[src/rtl/mem_ctrl_if.sv]
// Request/response and RAM-port bundle for mem_ctrl.
// The slave modport is the controller; the master modport is the requester/RAM side.
interface mem_ctrl_if #(
    parameter int RAM_ADDR_WIDTH = 17
);
    logic                      instruction_read_flag;
    logic [31:0]               instruction_read_address_in;
    logic                      instruction_flag;
    logic [31:0]               instruction_read_address;
    logic [31:0]               instruction;
    logic                      data_read_flag;
    logic                      data_write_flag;
    logic [31:0]               data_address;
    logic [1:0]                data_width;
    logic [31:0]               data_write_data;
    logic                      data_flag;
    logic [31:0]               data_read_result;
    logic [7:0]                mem_din;
    logic [7:0]                mem_dout;
    logic [RAM_ADDR_WIDTH-1:0] mem_a;
    logic                      mem_wr;

    modport slave (
        input  instruction_read_flag, instruction_read_address_in,
        input  data_read_flag, data_write_flag, data_address, data_width, data_write_data,
        input  mem_din,
        output instruction_flag, instruction_read_address, instruction,
        output data_flag, data_read_result,
        output mem_dout, mem_a, mem_wr
    );

    modport master (
        output instruction_read_flag, instruction_read_address_in,
        output data_read_flag, data_write_flag, data_address, data_width, data_write_data,
        output mem_din,
        input  instruction_flag, instruction_read_address, instruction,
        input  data_flag, data_read_result,
        input  mem_dout, mem_a, mem_wr
    );
endinterface

[src/rtl/mem_ctrl.sv]
// Arbiter serialising fetch and load/store requests onto an 8-bit synchronous RAM.
// Data requests win over fetches; each transfer ends with a one-cycle DONE state.
module mem_ctrl #(
    parameter int RAM_ADDR_WIDTH = 17
) (
    input  logic      clk,
    input  logic      rst,
    mem_ctrl_if.slave bus
);
    typedef enum logic [1:0] {
        ST_IDLE  = 2'd0,
        ST_READ  = 2'd1,
        ST_WRITE = 2'd2,
        ST_DONE  = 2'd3
    } state_t;

    state_t                    state_q, state_d;
    logic [2:0]                cnt_q, cnt_d;
    logic [2:0]                nbytes_q, nbytes_d;
    logic [31:0]               addr_q, addr_d;
    logic [31:0]               wdata_q, wdata_d;
    logic [31:0]               asm_q, asm_d;
    logic                      instr_q, instr_d;
    logic [RAM_ADDR_WIDTH-1:0] mem_a_q, mem_a_d;
    logic [7:0]                mem_dout_q, mem_dout_d;
    logic                      mem_wr_q, mem_wr_d;
    logic                      iflag_q, iflag_d;
    logic                      dflag_q, dflag_d;
    logic [31:0]               instr_word_q, instr_word_d;
    logic [31:0]               iaddr_q, iaddr_d;
    logic [31:0]               dres_q, dres_d;
    logic [2:0]                nxt_s;
    logic [2:0]                cap_idx_s;
    logic [31:0]               req_addr_s;

    function automatic logic [2:0] width_to_bytes(input logic [1:0] w);
        case (w)
            2'd0:    return 3'd1;
            2'd1:    return 3'd2;
            default: return 3'd4;
        endcase
    endfunction

    // Byte address wraps modulo the RAM size; upper request bits are dropped.
    function automatic logic [RAM_ADDR_WIDTH-1:0] ram_addr(input logic [31:0] base, input logic [2:0] k);
        return RAM_ADDR_WIDTH'(base + {29'd0, k});
    endfunction

    // Next-state and next-output computation for the transfer sequencer.
    always_comb begin
        state_d      = state_q;
        cnt_d        = cnt_q;
        nbytes_d     = nbytes_q;
        addr_d       = addr_q;
        wdata_d      = wdata_q;
        asm_d        = asm_q;
        instr_d      = instr_q;
        mem_a_d      = {RAM_ADDR_WIDTH{1'b0}};
        mem_dout_d   = 8'h00;
        mem_wr_d     = 1'b0;
        iflag_d      = 1'b0;
        dflag_d      = 1'b0;
        instr_word_d = instr_word_q;
        iaddr_d      = iaddr_q;
        dres_d       = dres_q;
        nxt_s        = cnt_q + 3'd1;
        cap_idx_s    = cnt_q - 3'd1;
        req_addr_s   = (bus.data_write_flag || bus.data_read_flag) ? bus.data_address
                                                                   : bus.instruction_read_address_in;

        case (state_q)
            ST_IDLE: begin
                if (bus.data_write_flag || bus.data_read_flag || bus.instruction_read_flag) begin
                    cnt_d   = 3'd0;
                    addr_d  = req_addr_s;
                    asm_d   = 32'h0000_0000;
                    mem_a_d = ram_addr(req_addr_s, 3'd0);
                    if (bus.data_write_flag) begin
                        state_d    = ST_WRITE;
                        instr_d    = 1'b0;
                        nbytes_d   = width_to_bytes(bus.data_width);
                        wdata_d    = bus.data_write_data;
                        mem_wr_d   = 1'b1;
                        mem_dout_d = bus.data_write_data[7:0];
                    end else if (bus.data_read_flag) begin
                        state_d  = ST_READ;
                        instr_d  = 1'b0;
                        nbytes_d = width_to_bytes(bus.data_width);
                    end else begin
                        state_d  = ST_READ;
                        instr_d  = 1'b1;
                        nbytes_d = 3'd4;
                    end
                end else begin
                    state_d = ST_IDLE;
                end
            end
            ST_READ: begin
                cnt_d = nxt_s;
                if (nxt_s < nbytes_q) begin
                    mem_a_d = ram_addr(addr_q, nxt_s);
                end else begin
                    mem_a_d = {RAM_ADDR_WIDTH{1'b0}};
                end
                // RAM data lags its address by one cycle, so byte k lands two edges after issue.
                if (cnt_q != 3'd0) begin
                    asm_d = asm_q | ({24'd0, bus.mem_din} << {cap_idx_s, 3'b000});
                    if (cnt_q == nbytes_q) begin
                        state_d = ST_DONE;
                        cnt_d   = 3'd0;
                        if (instr_q) begin
                            iflag_d      = 1'b1;
                            instr_word_d = asm_d;
                            iaddr_d      = addr_q;
                        end else begin
                            dflag_d = 1'b1;
                            dres_d  = asm_d;
                        end
                    end else begin
                        state_d = ST_READ;
                    end
                end else begin
                    asm_d = asm_q;
                end
            end
            ST_WRITE: begin
                cnt_d = nxt_s;
                if (nxt_s < nbytes_q) begin
                    mem_a_d    = ram_addr(addr_q, nxt_s);
                    mem_dout_d = 8'(wdata_q >> {nxt_s, 3'b000});
                    mem_wr_d   = 1'b1;
                end else begin
                    state_d = ST_DONE;
                    cnt_d   = 3'd0;
                    dflag_d = 1'b1;
                    dres_d  = 32'h0000_0000;
                end
            end
            ST_DONE: begin
                // Requests are deliberately not sampled here; the requester drops them on this edge.
                state_d = ST_IDLE;
                cnt_d   = 3'd0;
            end
            default: begin
                state_d = ST_IDLE;
                cnt_d   = 3'd0;
            end
        endcase
    end

    // State and registered outputs, cleared immediately on reset.
    always_ff @(posedge clk or posedge rst) begin
        if (rst) begin
            state_q      <= ST_IDLE;
            cnt_q        <= 3'd0;
            nbytes_q     <= 3'd0;
            addr_q       <= 32'h0000_0000;
            wdata_q      <= 32'h0000_0000;
            asm_q        <= 32'h0000_0000;
            instr_q      <= 1'b0;
            mem_a_q      <= {RAM_ADDR_WIDTH{1'b0}};
            mem_dout_q   <= 8'h00;
            mem_wr_q     <= 1'b0;
            iflag_q      <= 1'b0;
            dflag_q      <= 1'b0;
            instr_word_q <= 32'h0000_0000;
            iaddr_q      <= 32'h0000_0000;
            dres_q       <= 32'h0000_0000;
        end else begin
            state_q      <= state_d;
            cnt_q        <= cnt_d;
            nbytes_q     <= nbytes_d;
            addr_q       <= addr_d;
            wdata_q      <= wdata_d;
            asm_q        <= asm_d;
            instr_q      <= instr_d;
            mem_a_q      <= mem_a_d;
            mem_dout_q   <= mem_dout_d;
            mem_wr_q     <= mem_wr_d;
            iflag_q      <= iflag_d;
            dflag_q      <= dflag_d;
            instr_word_q <= instr_word_d;
            iaddr_q      <= iaddr_d;
            dres_q       <= dres_d;
        end
    end

    assign bus.mem_a                    = mem_a_q;
    assign bus.mem_dout                 = mem_dout_q;
    assign bus.mem_wr                   = mem_wr_q;
    assign bus.instruction_flag         = iflag_q;
    assign bus.instruction              = instr_word_q;
    assign bus.instruction_read_address = iaddr_q;
    assign bus.data_flag                = dflag_q;
    assign bus.data_read_result         = dres_q;
endmodule

[src/flat_wrapper.sv]
// flat-port wrapper written by rule: the top's interface ports become plain ports
module mem_ctrl_flat 
#(
    parameter int RAM_ADDR_WIDTH = 17
)
  (clk, rst, bus_instruction_read_flag, bus_instruction_read_address_in, bus_data_read_flag, bus_data_write_flag, bus_data_address, bus_data_width, bus_data_write_data, bus_mem_din, bus_instruction_flag, bus_instruction_read_address, bus_instruction, bus_data_flag, bus_data_read_result, bus_mem_dout, bus_mem_a, bus_mem_wr);
  mem_ctrl_if #(.RAM_ADDR_WIDTH(RAM_ADDR_WIDTH)) bus_i ();
  input  logic clk;
  input  logic rst;
  input wire logic [$bits(bus_i.instruction_read_flag)-1:0] bus_instruction_read_flag;
  input wire logic [$bits(bus_i.instruction_read_address_in)-1:0] bus_instruction_read_address_in;
  input wire logic [$bits(bus_i.data_read_flag)-1:0] bus_data_read_flag;
  input wire logic [$bits(bus_i.data_write_flag)-1:0] bus_data_write_flag;
  input wire logic [$bits(bus_i.data_address)-1:0] bus_data_address;
  input wire logic [$bits(bus_i.data_width)-1:0] bus_data_width;
  input wire logic [$bits(bus_i.data_write_data)-1:0] bus_data_write_data;
  input wire logic [$bits(bus_i.mem_din)-1:0] bus_mem_din;
  output wire logic [$bits(bus_i.instruction_flag)-1:0] bus_instruction_flag;
  output wire logic [$bits(bus_i.instruction_read_address)-1:0] bus_instruction_read_address;
  output wire logic [$bits(bus_i.instruction)-1:0] bus_instruction;
  output wire logic [$bits(bus_i.data_flag)-1:0] bus_data_flag;
  output wire logic [$bits(bus_i.data_read_result)-1:0] bus_data_read_result;
  output wire logic [$bits(bus_i.mem_dout)-1:0] bus_mem_dout;
  output wire logic [$bits(bus_i.mem_a)-1:0] bus_mem_a;
  output wire logic [$bits(bus_i.mem_wr)-1:0] bus_mem_wr;
  assign bus_i.instruction_read_flag = bus_instruction_read_flag;
  assign bus_i.instruction_read_address_in = bus_instruction_read_address_in;
  assign bus_i.data_read_flag = bus_data_read_flag;
  assign bus_i.data_write_flag = bus_data_write_flag;
  assign bus_i.data_address = bus_data_address;
  assign bus_i.data_width = bus_data_width;
  assign bus_i.data_write_data = bus_data_write_data;
  assign bus_i.mem_din = bus_mem_din;
  assign bus_instruction_flag = bus_i.instruction_flag;
  assign bus_instruction_read_address = bus_i.instruction_read_address;
  assign bus_instruction = bus_i.instruction;
  assign bus_data_flag = bus_i.data_flag;
  assign bus_data_read_result = bus_i.data_read_result;
  assign bus_mem_dout = bus_i.mem_dout;
  assign bus_mem_a = bus_i.mem_a;
  assign bus_mem_wr = bus_i.mem_wr;
  mem_ctrl #(.RAM_ADDR_WIDTH(RAM_ADDR_WIDTH)) u_core (.clk(clk), .rst(rst), .bus(bus_i));
endmodule
[config.mk]
export PLATFORM = sky130hd
export DESIGN_NAME = mem_ctrl_flat
export DESIGN_NICKNAME = d
export VERILOG_FILES = /design/src/rtl/mem_ctrl_if.sv /design/src/rtl/mem_ctrl.sv /design/src/flat_wrapper.sv
export SDC_FILE = /design/constraint.sdc
export NUM_CORES = 1
export LEC_CHECK = 0
export ABC_AREA = 1
export CORE_AREA = 2 2 116 175
export CTS_BUF_LIST = sky130_fd_sc_hd__clkbuf_16
export DETAILED_ROUTE_END_ITERATION = 16
export DIE_AREA = 0 0 118 177
export GPL_TIMING_DRIVEN = 0
export HOLD_SLACK_MARGIN = 0.02
export PLACE_DENSITY = 0.85
export SYNTH_ARGS = -nofsm -noshare
export SYNTH_HDL_FRONTEND = slang
export SYNTH_SLANG_ARGS = --single-unit
[constraint.sdc]
create_clock -name clk -period 17.9 [get_ports clk]
set_clock_uncertainty 0.05 [all_clocks]
set_input_delay 1.79 -clock clk [delete_from_list [all_inputs] [get_ports clk]]
set_output_delay 1.79 -clock clk [all_outputs]
set_load 0.005 [all_outputs]
==> impl_results.md, run 1 <==
* Status: finished clean
* DR vias at 9733
* F_max at 271 MHz
* Syn-to-layout area delta at 32.1%
* Critical Path AT at 4.05 ns
* Tcrit/Tclk final at 20.7%
* Drc violations at 0
* Reg2Reg Depth at 11
* Netlist Area Pre-Place at 10500 um2
* Setup crit start kind: register
* Top Layer Used: met4
* Netlist cell types at 33
* HPWL after DPL at 22700 um
* Combinational power share at 40.4%
* Placed Cells at 1805
* Ys Warns at 0
* CTS resizes at 0
* GR Overflow Total at 0
* Final Non-Filler Cells at 1843
* Placement Setup Slack at 14.02 ns
* Maximum number of pins on one net before global-route repair at 123
* Final wirelength at 30500 um
* Clock Tree Buf Depth at 3
* MaxCap Viol Count at 0
* RSZ-0062 raised after global routing: false
* Layout cells sized above 1 at 4.74%
* Row count at 63
* Setup ws final at 14.20 ns
* Post-synthesis sequential area ratio at 54.5%
* IO Count at 235
* Synth Flop Type: dfrtp_1
* Syn Inst Count at 1310
* IO buf count at 234
* CP required at 18.26 ns
* CTS buffer count at 21
* Flop2flop setup slack at 14.20 ns
* WL met2 at 16500 um
* Clk sink count at 229
* M1 WL at 11100 um
* Wire per inst at 16.6 um
* Initial core utilization at 54.0%
* DRT Pass-1 Iters at 5
* First-pass GRT wire length at 48700 um
* H-tree levels at 1
* Mapped Nets at 1435
* Sw Ratio at 38.4%
* Routed Antenna Nets at 0
* FILL cells at 1554
* Post-CTS Setup Inserts at 0
* Actual slew at the worst max-slew pin at 0.824 ns
* Switching pwr at 781 uW
* Met3 Routed Length at 1790 um
* WHS at 0.425 ns
* Power Dens Cells at 147 nW/um2
* Final nets at 1693
* Vias in the first global route at 9899
* Final setup fails at 0
* TNS Setup at 0 ns
* Endpoint class of the critical path: register
* Crit path time final at 3.70 ns
* Vias/cell at 5.28
* GR Util All Layers at 29.2%
* Top-count cell post-synth: nand2_1
* Hold Path Depth at 2
* Clock latency on the worst-skew pair at 0.51 ns
* Fin. Hold Viols at 0
* Flop pwr share at 37.8%
* Crit path kind: reg -> reg
* Asr flop ratio synth at 100%
* Number of flops mapped to enable cells by yosys at 0
* Worst min-delay path class: reg -> reg
* Max-slew violation count at 0
* Syn avg cell area at 8.02 um2
* Die width at 118 um
* Area contributors post-synth: dfrtp_1, nand2_1, inv_1
* Die Y at 177 um
* Leak pwr at 6.69 nW
* Post-synth top cells: nand2_1, dfrtp_1, inv_1
* Synth Register Bits at 229
* Slew HR at 44.7%
* Core area at 19500 um2
* Number of diodes at 0
* Initial DRC count at 618
* VDD IR max at 74.5 uV
* Share of the synthesized area in the top cell type at 54.5%
* Critical path peak fanout at 12
* Initial antenna violation count at 0
* Final GP Congestion at 0.957
* Root buffer cell: clkbuf_16
* Cts hold-fix bufs at 0
* Clock share of power at 21.8%
* CTS tree: done
* Clock transition at path regs at 0.07 ns
* Cell taking the most area after synthesis: dfrtp_1
* Internal power at 1.25 mW
* Die area at 20900 um2
[layout by cell type, fill, tap and decap left out, types with 2 or more instances in the layout]
cell and instances:
nand3_1 63, o211ai_2 2, o21ai_0 66, xor2_1 2
dfrtp_1 229, clkinv_1 4, o21ai_1 48, a31oi_1 15
ha_1 13, clkinvlp_4 2, nand3b_1 2, bufinv_16 2
inv_6 2, nor2_1 89, nand2_1 504, clkdlybuf4s50_1 234
a21oi_1 52, inv_2 4, buf_1 2, clkinv_2 2
xnor2_1 3, buf_6 3, inv_1 112, buf_4 10
nand4_1 4, o22ai_1 8, o21bai_1 16, nor2_4 2
nor2_2 2, clkbuf_1 37, buf_2 17, clkbuf_16 21
[through the flow]
| step | utilization, % | power (mW) | area, um2 |
|---|---|---|---|
| after floorplan | - | 1.21 | 10500 |
| after global placement | 67.7 | 1.56 | 13200 |
| after detailed placement | 67.9 | 1.59 | 13200 |
| after CTS | 71.3 | 2.03 | 13900 |
| after global routing | 71.3 | 2.16 | 13900 |
| final | 71.3 | 2.03 | 13900 |
[path summary, 6_finish.rpt]
path | start | endpoint
setup / recovery | u_core.cnt_q[0] | u_core.bus.mem_a[8]
hold / removal | u_core.addr_q[19] | u_core.bus.instruction_read_address[19]
setup reg to reg | u_core.cnt_q[0] | u_core.bus.mem_a[8]
hold reg to reg | u_core.addr_q[19] | u_core.bus.instruction_read_address[19]
max in group asynchronous | rst | u_core.addr_q[26]
min in group asynchronous | rst | u_core.bus.instruction[25]
[kinds of logic after synthesis]
| group | count (synthesis) | synth area share (%) |
|---|---|---|
| simple gates | 669 | 25.1 |
| flops | 229 | 54.5 |
| buf+inv | 182 | 7.27 |
| fa+ha+maj | 14 | 1.74 |
| xor+xnor | 5 | 0.417 |
| compound gates | 211 | 11.0 |
[sequential cells by signal, summed over array words and instances (netlist names), 8 cells and up]
register                             cells
u_core.bus.mem_dout                      8
u_core.bus.instruction_read_address     32
u_core.bus.mem_a                        17
u_core.asm_q                            32
u_core.bus.data_read_result             32
u_core.wdata_q                          32
u_core.bus.instruction                  32
u_core.addr_q                           32
[power by group through the flow]
stage                     Combinational, mW  Clock [mW]  Sequential [mW]
after floorplan                       0.449           0            0.764
after global placement                0.790           0            0.772
after detailed placement              0.811           0            0.775
after CTS                             0.820       0.446            0.768
after global routing                  0.906       0.465            0.787
final                                 0.822       0.443            0.770
[metal layers]
layer | vias up | GRT usage, %
met4 | 0 | 12.2
met5 | - | 0
met1 | 4584 | 32.3
met3 | 87 | 3.83
li1 | 4638 | -
met2 | 424 | 56.1
[worst max-delay path: stages, from the launching register on]
cell and delay [ns]:
dfrtp_1 0.41, clkbuf_1 0.21, inv_1 0.24, buf_1 0.58
ha_1 0.44, ha_1 0.31, nand3b_1 0.10, nand2_1 0.10
nor2_1 0.49, buf_2 0.35, nand3_1 0.10, a21oi_1 0.20
[layout make-up]
cell class	count	area, um2	share of cell area (%)
Multi-Input combinational cell	899	4020	28.9
Sequential cell	229	5730	41.3
Inverter	113	432	3.11
Buffer	69	340	2.45
Tap cell	260	325	2.34
Clock buffer	21	526	3.79
Timing Repair Buffer	235	2370	17.1
Clock inverter	17	141	1.02
(Power assumes the default switching activity.)
==> inputs of run 2 (changes only) <==
CORE_AREA = 2 2 127 191   (was 2 2 116 175)
DIE_AREA = 0 0 129 193   (was 0 0 118 177)
PLACE_DENSITY = 0.76   (was 0.85)
clock period = 3.4 ns   (was 17.9 ns; I/O delays follow)
==> run 2 against run 1 <==
Non-clock buffer count increased by 4. Register-to-register slack got worse by 14 ns. Total power increased to 5.3 times the previous value. Hold slack got worse by 0.11 ns. Count of clock-buffer cells in the layout increased by 2. Fmax increased by 20%. Combinational power increased to 5.2 times the previous value. Clock power increased to 5.4 times the previous value. Utilization decreased by 11 points. Design area increased by 1.3%. Wire length decreased by 0.92%. Critical path type unchanged. Largest power group unchanged.
==> impl_results.md, run 2 (same netlist as run 1, synthesis figures left out) <==
* Final wirelength at 30200 um (was 30500 um)
* Core area at 23400 um2 (was 19500 um2)
* Final GP Congestion at 0.908 (was 0.957)
* Crit path time final at 3.08 ns (was 3.70 ns)
* Tcrit/Tclk final at 90.5% (was 20.7%)
* DP Area at 13400 um2 (was 13200 um2)
* TNS Setup at 0 ns (unchanged)
* Internal power at 6.70 mW (was 1.25 mW)
* Initial antenna violation count at 0 (unchanged)
* Max-slew violation count at 0 (unchanged)
* Setup ws final at 0.322 ns (was 14.20 ns)
* Root buffer cell: clkbuf_16 (unchanged)
* Cts hold-fix bufs at 0 (unchanged)
* Cell breakdown of the critical path: ha_1, xnor2_2, inv_1, ha_1, a21oi_1, nand3_1, nand2_1, inv_2, nand2_1, inv_2, nand2_1, buf_2, nand2_1, nand2_1 (was clkbuf_1, inv_1, buf_1, ha_1, ha_1, nand3b_1, nand2_1, nor2_1, buf_2, nand3_1, a21oi_1)
* Status: finished clean (unchanged)
* FILL cells at 2050 (was 1554)
* First-pass GRT wire length at 48200 um (was 48700 um)
* Die area at 24900 um2 (was 20900 um2)
* GR Util All Layers at 24.5% (was 29.2%)
* Final nets at 1698 (was 1693)
* Critical path peak fanout at 10 (was 12)
* HPWL after DPL at 23000 um (was 22700 um)
* Reg2Reg Depth at 14 (was 11)
* Syn-to-layout area delta at 33.8% (was 32.1%)
* Setup crit start kind: register (unchanged)
* Flop2flop setup slack at 0.32 ns (was 14.20 ns)
* Design Power at 10.7 mW (was 2.03 mW)
* Vias in the first global route at 9685 (was 9899)
* Clock latency on the worst-skew pair at 0.51 ns (about the same)
* H-tree levels at 1 (unchanged)
* Routed Antenna Nets at 0 (unchanged)
* Placement Setup Slack at -0.267 ns (was 14.02 ns)
* Most frequent cells in the layout: nand2_1, clkdlybuf4s50_1, dfrtp_1 (unchanged)
* VDD IR max at 400 uV (was 74.5 uV)
* Actual slew at the worst max-slew pin at 0.873 ns (was 0.824 ns)
* IO Count at 235 (unchanged)
* Fin. Hold Viols at 0 (unchanged)
* CP Launch Point: u_core.cnt_q[1] (was u_core.cnt_q[0])
* Terminus of the critical flop-to-flop path: u_core.bus.data_read_result[5] (was u_core.bus.mem_a[8])
* Worst min-delay path class: in -> async (was reg -> reg)
* Top cell by count, worst path: nand2_1 (was ha_1)
* Flop pwr share at 37.7% (was 37.8%)
* Power Dens Cells at 764 nW/um2 (was 147 nW/um2)
* Reg2reg start: u_core.cnt_q[1] (was u_core.cnt_q[0])
* Row count at 69 (was 63)
* Final instance area at 14100 um2 (was 13900 um2)
* Vias/cell at 5.04 (was 5.28)
* Clock share of power at 22.2% (was 21.8%)
* CTS buffer count at 22 (was 21)
* IO buf count at 234 (unchanged)
* Clock Tree Buf Depth at 3 (unchanged)
* Number of diodes at 0 (unchanged)
* MaxCap Viol Count at 0 (unchanged)
* Slowest stage cell, crit path: dfrtp_1 (was buf_1)
* Slew HR at 41.7% (was 44.7%)
* DR vias at 9603 (was 9733)
* Maximum number of pins on one net before global-route repair at 43 (was 123)
* Initial core utilization at 44.9% (was 54.0%)
* Crit path kind: reg -> reg (unchanged)
* Endpoint class of the critical path: register (unchanged)
* GR Overflow Total at 0 (unchanged)
* Combinational power share at 40.1% (was 40.4%)
* Drc violations at 0 (unchanged)
* Die Y at 193 um (was 177 um)
* Critical Path AT at 3.47 ns (was 4.05 ns)
* Switching pwr at 4.05 mW (was 781 uW)
* Leak pwr at 6.75 nW (was 6.69 nW)
* Final setup fails at 0 (unchanged)
* Clock transition at path regs at 0.06 ns (was 0.07 ns)
* Die width at 129 um (was 118 um)
* Final core utilization at 60.1% (was 71.3%)
* Sw Ratio at 37.7% (was 38.4%)
* Initial DRC count at 717 (was 618)
* CTS tree: done (unchanged)
* DRT Pass-1 Iters at 5 (unchanged)
* F_max at 325 MHz (was 271 MHz)
* RSZ-0062 raised after global routing: false (unchanged)
* Clk sink count at 229 (unchanged)
* Layout cells sized above 1 at 5.36% (was 4.74%)
* Wire per inst at 15.9 um (was 16.6 um)
* CP required at 3.79 ns (was 18.26 ns)
* Max incr delay on CP at 0.43 ns (was 0.58 ns)
* Commonest non-fill, non-tap cell in the layout: nand2_1 (unchanged)
==> run 2: per-stage QoR <==
stage / std cells / hold WS [ns]
finish: 1905 / 0.310
global route: 1905 / 0.309
CTS: 1905 / 0.303
detailed placement: 1868 / 0.408
global placement: 1863 / 0.404
floorplan: 1310 / 0.394
==> run 2: power groups by stage <==
stage          Clock [mW]  Combinational [mW]  Sequential (mW)
2_1_floorplan           0                2.36             4.02
3_3_place_gp            0                4.18             4.07
3_5_place_dp            0                4.28             4.08
4_1_cts              2.43                4.31             4.04
5_1_grt              2.54                4.78             4.14
6_report             2.39                4.31             4.05
==> run 2: how the worst max path moves through the flow <==
stage	endpoint	slack, ns
after detailed placement	u_core.bus.mem_a[8]	-0.27
after global routing	u_core.bus.data_read_result[9]	0.07
after global placement	u_core.bus.mem_a[8]	-1.64
after floorplan	u_core.addr_q[0]	0.02
after CTS	u_core.bus.data_read_result[9]	0.03
final	u_core.bus.data_read_result[5]	0.32
==> run 2: metal layers <==
layer | routed length (um) | vias to the layer above | GRT usage (%) | part of all wire [%]
met1 | 11200 | 4478 | 27.6 | 37
met3 | 1710 | 88 | 3.45 | 5.7
met4 | 1320 | 0 | 11.2 | 4.3
met5 | 0 | - | 0 | 0
li1 | - | 4657 | - | -
met2 | 16000 | 380 | 45.4 | 53
==> run 2: area by class of cell <==
type / instances / area (um2) / area share [%]
multi-input cells: 899 / 4030 / 28.6
inverters: 113 / 428 / 3.04
repair buffers: 239 / 2440 / 17.4
flip-flops and latches: 229 / 5730 / 40.8
clock inverters: 14 / 115 / 0.819
well taps: 319 / 399 / 2.84
plain buffers: 69 / 347 / 2.46
clock buffers: 23 / 576 / 4.09
==> run 2: timing repair <==
item                                   CTS  global route
setup endpoints to repair               45            46
endpoints found under the hold margin    0             0
gates resized for setup                  2             7
setup buffers                            0             0
==> run 2: critical path: cells and delay by family, from the launching register on <==
kind	cells	cell delay (ns)
AND/OR/NAND/NOR	6	0.75
buffers and inverters	4	0.64
adder cells (fa/ha/maj)	2	0.57
flip-flops	1	0.43
XOR/XNOR	1	0.41
AO/OA/AOI/OAI	1	0.17
